**src/rtl/dmem_port_arbiter.sv**
```systemverilog
// -----------------------------------------------------------------------------
// dmem_port_arbiter
//
// Shares the single data-memory port between the MEM stage of the pipeline
// (core) and an external loader/debug requester (ext). The core always wins
// a contested cycle. Ext is served in core-idle cycles, and a starvation
// counter forces one ext grant (stalling the whole pipeline for that cycle)
// once ext has been denied STARVE_LIM times in a row.
//
// Ports:
//   clk, reset           clock and synchronous active-high reset
//   core_rd/core_wr      MEM-stage read/write enables
//   core_addr/_wdata     MEM-stage address and store data
//   core_func3           MEM-stage load/store size code
//   core_rdata           load data back to MEM/WB (0 when core is not owner)
//   core_stall           freezes the pipeline for the forced ext cycle
//   ext_req              ext request, held until ext_ack
//   ext_we               ext direction, 1 = write
//   ext_addr/_wdata      ext address and write data
//   ext_func3            ext size code
//   ext_ack              registered one-cycle completion pulse
//   ext_rdata            ext read data, valid with ext_ack, held until next read
//   mem_rd/mem_wr        enables to datamemory
//   mem_addr/_wdata      address and write data to datamemory
//   mem_func3            size code to datamemory
//   mem_rdata            combinational read data from datamemory
// -----------------------------------------------------------------------------
module dmem_port_arbiter #(
  parameter int DATA_W     = 32,
  parameter int DM_ADDRESS = 9,
  parameter int STARVE_LIM = 4,
  parameter int CNT_W      = $clog2(STARVE_LIM) + 1
) (
  input  logic                  clk,
  input  logic                  reset,
  input  logic                  core_rd,
  input  logic                  core_wr,
  input  logic [DM_ADDRESS-1:0] core_addr,
  input  logic [DATA_W-1:0]     core_wdata,
  input  logic [2:0]            core_func3,
  output logic [DATA_W-1:0]     core_rdata,
  output logic                  core_stall,
  input  logic                  ext_req,
  input  logic                  ext_we,
  input  logic [DM_ADDRESS-1:0] ext_addr,
  input  logic [DATA_W-1:0]     ext_wdata,
  input  logic [2:0]            ext_func3,
  output logic                  ext_ack,
  output logic [DATA_W-1:0]     ext_rdata,
  output logic                  mem_rd,
  output logic                  mem_wr,
  output logic [DM_ADDRESS-1:0] mem_addr,
  output logic [DATA_W-1:0]     mem_wdata,
  output logic [2:0]            mem_func3,
  input  logic [DATA_W-1:0]     mem_rdata
);

  typedef enum logic [1:0] {
    ST_IDLE  = 2'd0,
    ST_WAIT  = 2'd1,
    ST_FORCE = 2'd2
  } state_t;

  state_t              state_r;
  logic [CNT_W-1:0]    cnt_r;
  logic                ext_ack_r;
  logic [DATA_W-1:0]   ext_rdata_r;

  logic                core_active_s;
  logic                ext_elig_s;
  logic                force_s;
  logic                ext_own_s;
  logic                denial_s;

  // Ownership decode: FORCE hands the port to ext unconditionally; otherwise
  // ext only gets cycles the core leaves idle. A request is not eligible in
  // its own ack cycle, which caps ext at one access every two cycles.
  always_comb begin
    core_active_s = core_rd | core_wr;
    ext_elig_s    = ext_req & ~ext_ack_r;
    force_s       = (state_r == ST_FORCE);
    ext_own_s     = force_s | (ext_elig_s & ~core_active_s);
    denial_s      = ext_elig_s & core_active_s & ~force_s;
  end

  // Memory-port mux and core-side returns; the core path stays combinational
  // so loads and stores see no extra pipeline latency.
  always_comb begin
    mem_rd     = 1'b0;
    mem_wr     = 1'b0;
    mem_addr   = core_addr;
    mem_wdata  = core_wdata;
    mem_func3  = core_func3;
    core_rdata = {DATA_W{1'b0}};
    core_stall = 1'b0;
    if (ext_own_s) begin
      mem_addr  = ext_addr;
      mem_wdata = ext_wdata;
      mem_func3 = ext_func3;
      if (reset) begin
        mem_rd = 1'b0;
        mem_wr = 1'b0;
      end else begin
        mem_rd = ~ext_we;
        mem_wr = ext_we;
      end
    end else begin
      core_rdata = mem_rdata;
      if (reset) begin
        mem_rd = 1'b0;
        mem_wr = 1'b0;
      end else begin
        mem_rd = core_rd;
        mem_wr = core_wr;
      end
    end
    // The stall only exists in FORCE and is suppressed while reset is high.
    if (force_s && !reset) begin
      core_stall = 1'b1;
    end else begin
      core_stall = 1'b0;
    end
  end

  // Ext completion: ack one cycle after the grant; read data captured in the
  // grant cycle and held until the next ext read grant.
  always_ff @(posedge clk) begin
    if (reset) begin
      ext_ack_r   <= 1'b0;
      ext_rdata_r <= {DATA_W{1'b0}};
    end else begin
      ext_ack_r <= ext_own_s;
      if (ext_own_s && !ext_we) begin
        ext_rdata_r <= mem_rdata;
      end
    end
  end

  // Starvation FSM: counts consecutive denials and forces a grant on the
  // STARVE_LIM-th; any grant or dropped request restarts the count.
  always_ff @(posedge clk) begin
    if (reset) begin
      state_r <= ST_IDLE;
      cnt_r   <= {CNT_W{1'b0}};
    end else begin
      case (state_r)
        ST_IDLE: begin
          if (denial_s) begin
            state_r <= ST_WAIT;
            cnt_r   <= {{(CNT_W-1){1'b0}}, 1'b1};
          end else begin
            state_r <= ST_IDLE;
            cnt_r   <= {CNT_W{1'b0}};
          end
        end
        ST_WAIT: begin
          if (!ext_req || ext_own_s) begin
            state_r <= ST_IDLE;
            cnt_r   <= {CNT_W{1'b0}};
          end else if (denial_s) begin
            if (cnt_r == CNT_W'(STARVE_LIM - 1)) begin
              state_r <= ST_FORCE;
              cnt_r   <= cnt_r;
            end else begin
              state_r <= ST_WAIT;
              cnt_r   <= cnt_r + {{(CNT_W-1){1'b0}}, 1'b1};
            end
          end else begin
            state_r <= ST_WAIT;
            cnt_r   <= cnt_r;
          end
        end
        ST_FORCE: begin
          state_r <= ST_IDLE;
          cnt_r   <= {CNT_W{1'b0}};
        end
        default: begin
          state_r <= ST_IDLE;
          cnt_r   <= {CNT_W{1'b0}};
        end
      endcase
    end
  end

  assign ext_ack   = ext_ack_r;
  assign ext_rdata = ext_rdata_r;

endmodule

```
**config.mk**
```make
export PLATFORM = sky130hd
export DESIGN_NAME = dmem_port_arbiter
export DESIGN_NICKNAME = d
export VERILOG_FILES = /design/src/rtl/dmem_port_arbiter.sv
export SDC_FILE = /design/constraint.sdc
export NUM_CORES = 1
export LEC_CHECK = 0
export ABC_AREA = 1
export CORE_MARGIN = 3
export CORE_UTILIZATION = 25
export DETAILED_ROUTE_END_ITERATION = 7
export GPL_TIMING_DRIVEN = 0
export PLACE_DENSITY_LB_ADDON = 0.08
export SYNTH_ARGS = -nofsm -noshare
export SYNTH_HDL_FRONTEND = slang
export SYNTH_SLANG_ARGS = --single-unit
```
**constraint.sdc**
```tcl
create_clock -name clk -period 1.2 [get_ports clk]
set_input_delay 0.24 -clock clk [delete_from_list [all_inputs] [get_ports clk]]
set_output_delay 0.24 -clock clk [all_outputs]
set_load 0.03 [all_outputs]
```
Word-level counts from Yosys, hierarchy flattened. Index checks and enable logic that the tools add are counted. W data, S select, Z words.

Input bits: 126. Memories: 0. Register bits: 38. Word-level logic and storage cells: 49. Bits in read-only memories: 0. Bits in writable memories: 0. Bits in latches: 0.

Bitwise logic cells: 10. Add/subtract/negate cells: 1. Order comparisons: 0. Divide/modulo/power cells: 0. Reductions and logical operators: 8. Mux-type cells: 21. Shifts and indexed selects: 0. Equal/unequal tests: 5. Multipliers: 0.

Operators with widths (count): $mux W32 (2); $mux W3 (4); $mux W1 (9); $mux W9 (1); $mux W2 (3); $ne A3 B3 Y1 const B (2); $pmux W3 S2 (1); $and A1 B1 Y1 (4); $not A1 Y1 (4); $pmux W2 S2 (1); $add A3 B1 Y3 const B (1); $eq A3 B2 Y1 const B (1); $logic_not A1 Y1 (3); $eq A2 B1 Y1 const B (1); $eq A2 B2 Y1 const B (1); $logic_and A1 B1 Y1 (2); $logic_not A2 Y1 (1); $or A1 B1 Y1 (2); $reduce_and A2 Y1 (1); $logic_or A1 B1 Y1 (1).

Depth between registers and ports, before layout. Gate-level depths: netlist of run 1.

Depth after elaboration: 7. Mapped depth: 9.

Worst setup path after synthesis of run 1. No wires, ideal clock.

Path type: reg-to-output. From: register ext_ack_r (netlist: ext_ack). To: output port core_rdata[11]. Path slack: -0.638 ns. Arrival time: 1.598 ns. Data required time: 0.960 ns. Cell stages (with the launch flop): 8. Buffers on the path: 3. Cell sequence: dfxtp_1 nor2_4 nand2_2 nand2_2 buf_6 buf_8 buf_4 nor2_1.

Longest elaborated chain between the ends: 5.

RTL lines: start, declared (line 66) `logic ext_ack_r;`; start signal, assigned (line 132) `ext_ack_r <= ext_own_s;`; $not A1 Y1 (line 80) `ext_elig_s = ext_req & ~ext_ack_r;`; $and A1 B1 Y1 (line 80); $and A1 B1 Y1 (line 82) `ext_own_s = force_s | (ext_elig_s & ~core_active_s);`; $or A1 B1 Y1 (line 82); $mux W32 (line 96) `if (ext_own_s) begin`; end, declared (line 41) `output logic [DATA_W-1:0] core_rdata,`.

Every way passes these cells.

Worst setup path after layout of run 1.
From: register ext_ack_r (netlist: ext_ack). To: output port core_rdata[20].

Same word-level chain as after synthesis.

==> results of run 1 <==
-- area by class of cell --
| class | instances | share of cell area, % |
|---|---|---|
| multi-input cells | 302 | 32.3 |
| plain buffers | 25 | 5.29 |
| flip-flops and latches | 38 | 12.1 |
| well taps | 126 | 2.50 |
| repair buffers | 270 | 43.3 |
| clock buffers | 7 | 1.70 |
| inverters | 46 | 2.83 |
-- per-layer routing --
metal / vias up / global-route usage, % / part of all wire, %
li1: 1809 / - / -
met1: 1655 / 24.5 / 37
met2: 154 / 39.3 / 53
met3: 8 / 6.57 / 8.7
met4: 0 / 3.88 / 0.92
met5: - / 0 / 0
-- critical path, delay by kind of cell (launching register included) --
family	cells	cell delay, ns
buffers and inverters	5	0.67
AND/OR/NAND/NOR	4	0.29
flip-flops	1	0.36
-- registers in the layout, summed over array words and instances (netlist names) --
signal	flops
cnt_r	3
ext_ack	1
ext_rdata	32
state_r	2
-- worst paths after layout --
| path | slack (ns) | startpoint | depth (start not counted) | endpoint |
|---|---|---|---|---|
| setup / recovery | -0.66 | ext_ack$_SDFF_PP0_ | 9 | core_rdata[20] |
| hold / removal | 0.35 | reset | 4 | cnt_r[2]$_SDFFE_PP0P_ |
| setup reg to reg | -0.47 | ext_ack$_SDFF_PP0_ | 11 | ext_rdata[27]$_SDFFE_PP0P_ |
| hold reg to reg | 0.45 | ext_rdata[8]$_SDFFE_PP0P_ | 2 | ext_rdata[8]$_SDFFE_PP0P_ |
-- what timing repair did --
| item | in CTS | in global routing |
|---|---|---|
| endpoints found under the setup margin | 147 | 139 |
| cloned | 7 | 2 |
| gates resized for setup | 693 | 97 |
| pin swaps | 19 | 15 |
| buffers inserted | 22 | 6 |
-- logic make-up after synthesis --
family / Yosys count
AND/OR/NAND/NOR: 262
buffers and inverters: 72
AO/OA/AOI/OAI: 38
flip-flops: 38
adder cells (fa/ha/maj): 2
-- power by group --
| part | switching [µW] | total (µW) | internal [µW] |
|---|---|---|---|
| sequential | 16.7 | 1310 | 1290 |
| combinational | 1110 | 2170 | 1060 |
| clock | 438 | 1020 | 581 |
-- layout by cell type, fill, tap and decap left out, drive strengths merged --
cell type,count
dlymetal6s2s,1
buf,148
inv,45
clkinv,1
bufbuf,1
nand2,176
clkdlybuf4s15,12
nand3,39
nor3,1
clkdlybuf4s18,1
clkdlybuf4s50,121
a21oi,35
dfxtp,38
dlygate4sd2,3
clkbuf,15
o21ai,3
nor2,46
ha,2
-- per-stage QoR --
stage               instances  cell area [µm²]  TNS, ns  hold WS (ns)  power (µW)
finish                    814             6320   -57.54         0.350        4490
detailed placement        775             5500  -133.30         0.451        3270
floorplan                 412             2970   -17.03         0.404        2320
CTS                       811             6330   -59.82         0.459        4500
global placement          775             5500  -130.71         0.447        3240
global route              814             6320   -65.93         0.367        4690
==> flow_metrics.env, run 1 <==
export IMPL_drt_first_pass_iters=6
export IMPL_clockBufferDepth=2
export IMPL_dpl_hpwl_um=9380
export IMPL_synth_adder_area_share_pct=1.06
export IMPL_grt_pass1_wl_um=18000
export IMPL_synth_edf_count=0
export IMPL_max_slew_margin_pct=68.9
export IMPL_async_reset_ff_share_pct=0
export IMPL_worst_slack_ns=-0.660
export IMPL_die_h_um=103
export IMPL_ir_drop_mv=0.553
export IMPL_syn_area_per_cell_um2=5.75
export IMPL_route_vias_total=3626
export IMPL_yosysSeqAreaShare_pct=32.1
export IMPL_hold_path_class="in -> reg"
export IMPL_p_leak_uw=0.00284
export IMPL_synth_seq_cells=38
export IMPL_synth_nets=540
export IMPL_cts_hold_buf=0
export IMPL_critPathMaxFanout=5
export IMPL_crit_type="reg -> out"
export IMPL_worstPathRequired_ns=0.96
export IMPL_initial_core_util_pct=26.4
export IMPL_fin_crit_ns=1.86
export IMPL_cts_root_buf="clkbuf_8"
export IMPL_io_buffers=237
export IMPL_rsz0062_at_grt="true"
export IMPL_syn2layout_area_growth_pct=167
export IMPL_htree_levels=2
export IMPL_multi_input_area_um2=2040
export IMPL_drtAntennaViolNets=0
export IMPL_cp_slowest_cell="dfxtp_4"
export IMPL_path_cells="nor2_4, nand2_2, nand2_4, buf_12, buf_12, buf_12, buf_12, nor2_4, buf_6"
export IMPL_routed_wl_um=12800
export IMPL_pre_cts_ws_ns=-1.53
export IMPL_wl_per_cell_um=15.7
export IMPL_io_pins=238
export IMPL_grt_pass1_vias=3479
export IMPL_grt_max_degree=12
export IMPL_synth_top_cell_area_share_pct=32.1
export IMPL_synth_xor_area_share_pct=0
export IMPL_cp_end_kind="output port"
export IMPL_synth_mux_area_share_pct=0
export IMPL_pwr_density_cell_nw_per_um2=711
export IMPL_drv_slew=0
export IMPL_start_kind="flip-flop"
export IMPL_routabilityCongestion=0.857
export IMPL_violations="negative setup slack"
export IMPL_tightest_slew_ns=0.467
export IMPL_critical_path_max_stage_delay_ns=0.36
export IMPL_grt_remaining_overflow=0
export IMPL_synth_top_cells_by_count="173 x nand2_1, 45 x nor2_1, 43 x inv_1"
export IMPL_clk_pin_slew_ns=0.08
export IMPL_synth_cells=412
export IMPL_clk_latency_ns=0.29
export IMPL_clkSinkCount=38
export IMPL_antennaDiodeCount=0
export IMPL_n_fill_cell=770
export IMPL_final_core_util_pct=70.4
export IMPL_nets=816
export IMPL_cp_arrival_ns=1.62
export IMPL_yosys_top_cells_area="dfxtp_1 32%, nand2_1 27%, nand3_1 8.2%"
export IMPL_drive_above_1_share_pct=48.7
export IMPL_cap_violations=0
export IMPL_outcome="complete, but fails checks"
export IMPL_via_per_inst=4.45
export IMPL_die_w_um=103
export IMPL_ys_warnings_count=0
export IMPL_synth_compound_area_share_pct=8.03
export IMPL_max_freq_mhz=538
export IMPL_syn_cell_area_um2=2370
export IMPL_cts_made_buffers=5
export IMPL_drt_initial_drc_count=84
export IMPL_synth_most_common_cell="nand2_1"
export IMPL_core_um2=8980
export IMPL_hold_viol=0
export IMPL_area_sequential_um2=766
export IMPL_setup_viol=112
export IMPL_dieArea_um2=10700
export IMPL_synth_top_family_by_area="simple AND/OR/NAND/NOR gates"
export IMPL_post_route_period_util_pct=155
export IMPL_globalRouteTotalUtil_pct=21.4
export IMPL_drc=0
export IMPL_yosysUniqueCellTypes=19
export IMPL_crit_top_cell="buf_12"
export IMPL_yosys_area_top_type="dfxtp_1"
export IMPL_cts_tree="built"
export IMPL_antenna_found_initial=0
export IMPL_synthFlopType="dfxtp_1"
export IMPL_fin_worst_skew_ns=0.00693
export IMPL_num_rows=34
export IMPL_synthSimpleGateAreaFrac_pct=44.2
Note: power is estimated with default switching activity, not from simulation.
==> run 2: changes to the inputs <==
--- a/config.mk
+++ b/config.mk
@@ -11,6 +11,7 @@
 export DETAILED_ROUTE_END_ITERATION = 7
 export GPL_TIMING_DRIVEN = 0
 export PLACE_DENSITY_LB_ADDON = 0.08
+export SLEW_MARGIN = 5
 export SYNTH_ARGS = -nofsm -noshare
 export SYNTH_HDL_FRONTEND = slang
 export SYNTH_SLANG_ARGS = --single-unit
==> results of run 2 <==
No change in the layout: final DEF, timing and power equal those of run 1.
==> run 3: changes to the inputs <==
==> constraint.sdc (replaced) <==
create_clock -name clk -period 1.2 [get_ports clk]
set_input_delay 0.12 -clock clk [delete_from_list [all_inputs] [get_ports clk]]
set_output_delay 0.12 -clock clk [all_outputs]
set_load 0.03 [all_outputs]
==> run 3 against run 2 <==
The run still ends with negative setup slack left; sequential power hardly changed; power is 8.2% higher; first-iteration DRC count is 27% higher; non-clock buffer count is 32 higher; cell area is 19% higher; critical endpoint is now mem_wdata[16].
==> flow_metrics.env, run 3 (synthesized netlist as in run 1, its figures left out) <==
export IMPL_final_cell_mix="123 x clkdlybuf4s50_1, 99 x buf_6, 98 x nand2_4"
export IMPL_post_route_period_util_pct=150
export IMPL_syn2layout_area_growth_pct=218
export IMPL_drv_slew=0
export IMPL_grt_pass1_wl_um=20900
export IMPL_dieArea_um2=10700
export IMPL_maxUsedRoutingLayer="met4"
export IMPL_core_um2=8980
export IMPL_wl_per_cell_um=19.0
export IMPL_crit_type="reg -> out"
export IMPL_route_vias_total=4019
export IMPL_start_kind="flip-flop"
export IMPL_htree_levels=2
export IMPL_clkSinkCount=38
export IMPL_fin_crit_ns=1.80
export IMPL_tightest_slew_ns=0.715
export IMPL_dpl_hpwl_um=9340
export IMPL_globalRouteTotalUtil_pct=25.3
export IMPL_ir_drop_mv=0.578
export IMPL_antenna_found_initial=0
export IMPL_rsz0062_at_grt="true"
export IMPL_timing_hold_ws_ns=0.427
export IMPL_pre_cts_ws_ns=-1.26
export IMPL_drtAntennaViolNets=0
export IMPL_initial_core_util_pct=26.4
export IMPL_cts_tree="built"
export IMPL_drt_first_pass_iters=7
export IMPL_cts_hold_buf=0
export IMPL_setup_viol=112
export IMPL_cp_arrival_ns=1.68
export IMPL_cts_root_buf="clkbuf_8"
export IMPL_io_buffers=237
export IMPL_grt_remaining_overflow=0
export IMPL_hold_viol=0
export IMPL_reg2reg_slack_ns=-0.46
export IMPL_grt_max_degree=13
export IMPL_nets=849
export IMPL_num_rows=34
export IMPL_worst_slack_ns=-0.605
export IMPL_n_fill_cell=500
export IMPL_drt_initial_drc_count=107
export IMPL_via_per_inst=4.74
export IMPL_p_leak_uw=0.00341
export IMPL_dp_cells=775
export IMPL_met3_length_um=1200
export IMPL_routed_wl_um=16100
export IMPL_max_freq_mhz=554
export IMPL_wl_met2_um=8860
export IMPL_drc=0
export IMPL_critPathMaxFanout=4
export IMPL_mostFrequentLayoutCell="clkdlybuf4s50_1"
export IMPL_io_pins=238
export IMPL_cap_violations=0
export IMPL_outcome="complete, but fails checks"
export IMPL_clk_pin_slew_ns=0.08
export IMPL_cts_made_buffers=5
export IMPL_largest_reg_flops=32
export IMPL_die_w_um=103
export IMPL_worstPathRequired_ns=1.08
export IMPL_max_slew_margin_pct=52.3
export IMPL_cp_end_kind="output port"
export IMPL_die_h_um=103
export IMPL_pwr_density_cell_nw_per_um2=646
export IMPL_clockBufferDepth=2
export IMPL_antennaDiodeCount=0
export IMPL_instances_no_fill=848
export IMPL_clk_latency_ns=0.28
export IMPL_grt_pass1_vias=3997
export IMPL_hold_path_class="in -> reg"
export IMPL_fin_worst_skew_ns=0.00632
export IMPL_drive_above_1_share_pct=54.0
export IMPL_wl_met1_um=5540
export IMPL_violations="negative setup slack"
export IMPL_routabilityCongestion=0.855
## run 3: repair_timing
| action | in CTS | in global routing |
|---|---|---|
| resized for setup | 784 | 111 |
| setup endpoints to repair | 147 | 127 |
| buffers inserted | 41 | 19 |
| pin swaps | 48 | 27 |
| cloned | 12 | 1 |
## run 3: where the power goes
| part | switching [µW] | total, µW | internal (µW) |
|---|---|---|---|
| clock | 467 | 929 | 462 |
| combinational | 1320 | 2630 | 1300 |
| sequential | 18.0 | 1310 | 1290 |
## run 3: layer usage
| layer | global-route usage, % | up-vias |
|---|---|---|
| li1 | - | 1884 |
| met1 | 27.2 | 1886 |
| met2 | 48.5 | 204 |
| met3 | 6.57 | 45 |
| met4 | 6.27 | 0 |
| met5 | 0 | - |
## run 3: final timing paths
kind,startpoint,endpoint,cells after the start
worst max-delay path,ext_ack$_SDFF_PP0_,mem_wdata[16],10
worst min-delay path,ext_req,state_r[1]$_SDFF_PP0_,5
worst min register to register,ext_rdata[3]$_SDFFE_PP0P_,ext_rdata[3]$_SDFFE_PP0P_,2
worst max register to register,ext_ack$_SDFF_PP0_,ext_rdata[26]$_SDFFE_PP0P_,11
## run 3: layout make-up
| cell class | count | area [µm²] | area share (%) |
|---|---|---|---|
| Timing Repair Buffer | 302 | 3390 | 45.1 |
| Multi-Input combinational cell | 302 | 2570 | 34.1 |
| Sequential cell | 38 | 767 | 10.2 |
| Buffer | 25 | 329 | 4.37 |
| Inverter | 46 | 193 | 2.56 |
| Tap cell | 126 | 158 | 2.09 |
| Clock buffer | 6 | 82.6 | 1.10 |
| Timing Repair inverter | 1 | 20.0 | 0.266 |
| Clock inverter | 2 | 12.5 | 0.166 |
## run 3: critical path: stages, from the launching register on
cell	delay, ns
dfxtp_4	0.36
nor2_4	0.10
nand2_2	0.08
nand2_4	0.11
buf_16	0.15
buf_8	0.12
buf_8	0.12
buf_12	0.11
nand2_4	0.06
nand2_4	0.06
buf_6	0.12
## run 3: through the flow
step / setup TNS [ns] / power, µW / instance area [µm²] / utilization (%)
after detailed placement: -105.46 / 3260 / 5480 / 61.1
after global placement: -104.15 / 3240 / 5480 / 61.1
after global routing: -56.10 / 5030 / 7530 / 83.8
final: -50.88 / 4860 / 7530 / 83.8
after floorplan: -7.63 / 2320 / 2950 / -
after CTS: -50.49 / 4690 / 7070 / 78.8
